<file path="config.mk">
export PLATFORM = sky130hd
export DESIGN_NAME = mult_secuencial
export DESIGN_NICKNAME = d
export VERILOG_FILES = /design/src/rtl/mult_secuencial_pkg.sv /design/src/rtl/mult_secuencial_paso_booth.sv /design/src/rtl/mult_secuencial.sv
export SDC_FILE = /design/constraint.sdc
export NUM_CORES = 1
export LEC_CHECK = 0
export ABC_AREA = 0
export CELL_PAD_IN_SITES_DETAIL_PLACEMENT = 0
export CELL_PAD_IN_SITES_GLOBAL_PLACEMENT = 1
export CORE_MARGIN = 4
export CORE_UTILIZATION = 41
export DETAILED_ROUTE_END_ITERATION = 12
export PLACE_DENSITY = 0.78
export REMOVE_ABC_BUFFERS = 1
export SLEW_MARGIN = 30
export SYNTH_ARGS = -nofsm -noshare
export SYNTH_HDL_FRONTEND = slang
export SYNTH_SLANG_ARGS = --single-unit
</file>
<file path="constraint.sdc">
create_clock -name clk -period 3.6 [get_ports clk]
set_input_delay 0.54 -clock clk [delete_from_list [all_inputs] [get_ports clk]]
set_output_delay 0.54 -clock clk [all_outputs]
set_load 0.005 [all_outputs]
</file>
<file path="src/rtl/mult_secuencial_pkg.sv">
// Shared word-format constants and Booth step types
// for the sequential fixed-point multiplier.
package mult_secuencial_pkg;

  localparam int M  = 7;
  localparam int F  = 8;
  localparam int N  = 1 + M + F;
  localparam int CW = $clog2(N + 1);

  // One extra accumulator bit keeps a = -2^(N-1) from overflowing on subtract
  typedef struct packed {
    logic [N:0]   acc;
    logic [N-1:0] q;
    logic         q_1;
  } booth_t;

  function automatic logic [2*N-1:0] booth_prod(
    input booth_t s
  );
    return {s.acc[N-1:0], s.q};
  endfunction

endpackage

</file>
<file path="src/rtl/mult_secuencial_paso_booth.sv">
// One radix-2 Booth step: add/sub/no-op on {q[0], q_1},
// then arithmetic shift right of {acc, q, q_1}.
module mult_secuencial_paso_booth
  import mult_secuencial_pkg::*;
(
  input  logic [N-1:0] m,
  input  booth_t       cur,
  output booth_t       nxt
);

  logic [N:0] mx;
  logic [N:0] sum;

  assign mx = {m[N-1], m};

  always_comb begin
    sum = cur.acc;
    case ({cur.q[0], cur.q_1})
      2'b01:   sum = cur.acc + mx;
      2'b10:   sum = cur.acc - mx;
      default: sum = cur.acc;
    endcase
    nxt.acc = {sum[N], sum[N:1]};
    nxt.q   = {sum[0], cur.q[N-1:1]};
    nxt.q_1 = cur.q[0];
  end

endmodule

</file>
<file path="src/rtl/mult_secuencial.sv">
// Sequential signed Q(M).(F) multiplier, one Booth step
// per clock; full 2N-bit product, no saturation.
module mult_secuencial
  import mult_secuencial_pkg::*;
(
  input  logic           clk,
  input  logic           reset_n,
  input  logic           start,
  input  logic [N-1:0]   a,
  input  logic [N-1:0]   b,
  output logic           busy,
  output logic           done,
  output logic [2*N-1:0] producto
);

  typedef enum logic [1:0] {
    IDLE,
    BUSY,
    DONE
  } state_t;

  state_t        state;
  state_t        state_nxt;
  booth_t        cur;
  booth_t        nxt;
  logic [N-1:0]  m;
  logic [CW-1:0] cnt;
  logic          accept;
  logic          last;

  assign accept = start && (state != BUSY);
  assign last   = (cnt == CW'(1));

  mult_secuencial_paso_booth u_paso (
    .m   (m),
    .cur (cur),
    .nxt (nxt)
  );

  always_ff @(posedge clk or negedge reset_n) begin
    if (!reset_n) state <= IDLE;
    else          state <= state_nxt;
  end

  always_comb begin
    state_nxt = state;
    unique case (state)
      IDLE:    if (start) state_nxt = BUSY;
      BUSY:    if (last)  state_nxt = DONE;
      DONE:    state_nxt = start ? BUSY : IDLE;
      default: state_nxt = IDLE;
    endcase
  end

  always_comb begin
    busy = 1'b0;
    done = 1'b0;
    unique case (state)
      BUSY:    busy = 1'b1;
      DONE:    done = 1'b1;
      default: ;
    endcase
  end

  always_ff @(posedge clk or negedge reset_n) begin
    if (!reset_n) begin
      cur      <= '0;
      m        <= '0;
      cnt      <= '0;
      producto <= '0;
    end else if (accept) begin
      cur <= '{acc: '0, q: b, q_1: 1'b0};
      m   <= a;
      cnt <= CW'(N);
    end else if (state == BUSY && cnt != '0) begin
      cur <= nxt;
      cnt <= cnt - CW'(1);
      if (last) producto <= booth_prod(nxt);
    end
  end

endmodule

</file>
==> flow_summary.ini <==
[outcome]
status = complete, no violations

[synthesis]
yosysWarningCount = 0
synth_area_per_cell_um2 = 8.81
ys_ff_latch = 88
post_synth_num_cell_types = 53
ys_seq_area_share_pct = 46.3
synth_edf_count = 0
yosysTopAreaCell = dfrtp_1
synth_top_area_share_pct = 46.3
netlist_area_um2 = 4760
async_flop_share_pct = 100
synthCells = 540
synth_top_flop_cell = dfrtp_1
synth_area_leaders = dfrtp_1, nand2_1, ha_1, xnor2_1, o21ai_0

[clock_tree]
clock-sinks = 88
cts_tree = yes
cts_setup_buffers = 0
htreeDepth = 3
cts.clk_slew.worst_paths_ns = 0.06
clock_latency_ns = 0.35
cts_buffer_depth = 2
hold_buffers = 0
cts_inserted_buffers = 9
cts_root_buf = clkbuf_16

[floorplanning]
pin_count = 69
die_h_um = 116
core_area_um2 = 11400
rows = 39
dieArea_um2 = 13400
die_w_um = 116
initial_core_util_pct = 41.9

[drt]
first_pass_iters = 6
ant_nets = 0
drt_drc_violations_left = 0
routed_wl_um = 11400
first_iter_violations = 181
routed_via_density = 5.26
dr_total_vias = 3936
avgRoutedWirePerCell_um = 15.2

[critical_path]
required_ns = 3.79
path_class = reg -> reg
r2r-start = m[3]
crit_arrival_ns = 3.54
critPathLaunchType = flop
crit_path_end_kind = flop
critPathMaxFanout = 9
cp-startpoint = m[3]

[sta]
max_slew_margin_pct = 43.0
period_share_pct = 93.1
fmax_mhz = 298
rsz0062_at_grt = no
worst_clock_skew_ns = 0.00724
fin_tns_setup_ns = 0
tightest_slew_ns = 0.854
finalSetupViolCount = 0
slew_violations = 0
final_hold_viol_count = 0
fin_crit_ns = 3.35
fin_hold_ws_ns = 0.0675

[grt]
grt_pass1_wl_um = 19500
first_global_vias = 3986
antenna_found_initial = 0
grt_max_degree = 68
grt.total_usage_pct = 18.6
grt-ovfl-total = 0

[flow_run]
cap_violations = 0

[placement]
place_area_um2 = 5570
dp_hpwl_um = 8110
io_buffers = 68
place.gp.congestion = 0.921

[hold_path]
hp-class = in -> async

[layout]
syn_to_final_growth_pct = 24.3
layout_common_cells = nand2_1, dfrtp_1, clkdlybuf4s50_1, o21ai_0, a21oi_1
fin_area_um2 = 5910
final_layout_size_suffix_gt1_share_pct = 6.94
layout_commonest_cell = nand2_1
fin_nets = 659
diodes = 0

[pwr]
power.density_nw_per_um2 = 1200
peakVddDrop_uv = 465
leakage_uw = 0.00271
-- where the power goes --
part / switching (uW) / total (uW) / internal, uW
clock network: 392 / 994 / 603
registers: 394 / 1860 / 1460
logic: 2360 / 4230 / 1880
-- metal layers --
layer	share of wire [%]	vias up	track usage, %
met5	0	-	0
met4	1.6	0	6.65
met3	6.7	14	6.37
met2	47	100	29.7
met1	45	1848	23.6
li1	-	1974	-
-- registers in the layout, summed over array words and instances, names as in the netlist --
name / count
m: 16
producto: 32
state: 2
cnt: 5
cur: 33
-- worst max-delay path, cell delays in order (launching register included) --
cell and delay, ns:
dfrtp_1 0.42, or3_4 0.43, nor4_2 0.24, and2_1 0.23, a21oi_1 0.09, xnor2_1 0.13, ha_1 0.45, and4_2 0.29
and4_1 0.21, nand4_1 0.13, a21oi_1 0.20, o21ai_2 0.11, o211ai_1 0.16, o31ai_1 0.10
-- cells in the mapped netlist, types with 2 or more instances --
master / n
nand2_1: 153
dfrtp_1: 88
o21ai_0: 34
a21oi_1: 31
nor2_1: 26
clkbuf_1: 22
ha_1: 21
xnor2_1: 20
a22oi_1: 15
nand3_1: 15
inv_1: 13
nor3_1: 11
o31ai_1: 7
xor2_1: 7
a21o_1: 6
and3_1: 5
o21ai_1: 5
a31oi_1: 4
mux2i_1: 4
nor4_1: 4
o211ai_1: 4
o21a_1: 4
buf_6: 3
o31a_1: 3
a41oi_1: 2
and2_1: 2
buf_2: 2
nand2b_1: 2
nor2b_1: 2
or3_1: 2
-- per-stage QoR --
stage	utilization, %	instances	setup slack [ns]	total power [uW]
after global routing	52.0	748	0.0616	7780
after global placement	49.0	733	0.330	6000
after floorplan	-	512	0.502	4860
final	52.0	748	0.247	7090
after CTS	51.7	747	0.181	7120
after detailed placement	49.0	733	0.220	6090
-- final timing paths --
check                                     to  slack (ns)  cells after the start
min in group clk                producto[18]        0.47                      2
max in group asynchronous        producto[1]        2.80                      3
worst min register to register  producto[18]        0.47                      2
worst min-delay path            producto[24]        0.07                      1
worst max register to register       cur[32]        0.25                     13
worst max-delay path                 cur[32]        0.25                     13
-- area by class of cell --
type / count / area (um2)
fillers: 1091 / 5460
well taps: 143 / 179
inverters: 14 / 52.6
flip-flops and latches: 88 / 2200
repair buffers: 79 / 781
clock inverters: 5 / 82.6
multi-input cells: 410 / 2390
clock buffers: 9 / 225
-- timing repair --
| action | in CTS | in global routing |
|---|---|---|
| setup endpoints to repair | 0 | 4 |
| gates resized for setup | 0 | 1 |
| endpoints found under the hold margin | 0 | 0 |
-- logic make-up after synthesis --
group	synth area share [%]
and+or+nand+nor	20.8
AOI/OAI and AO/OA	17.3
DFF	46.3
buffers and inverters	3.84
xor gates and xnor gates	4.97
adders and majority gates	5.94
muxes	0.841
(Power assumes the default switching activity.)
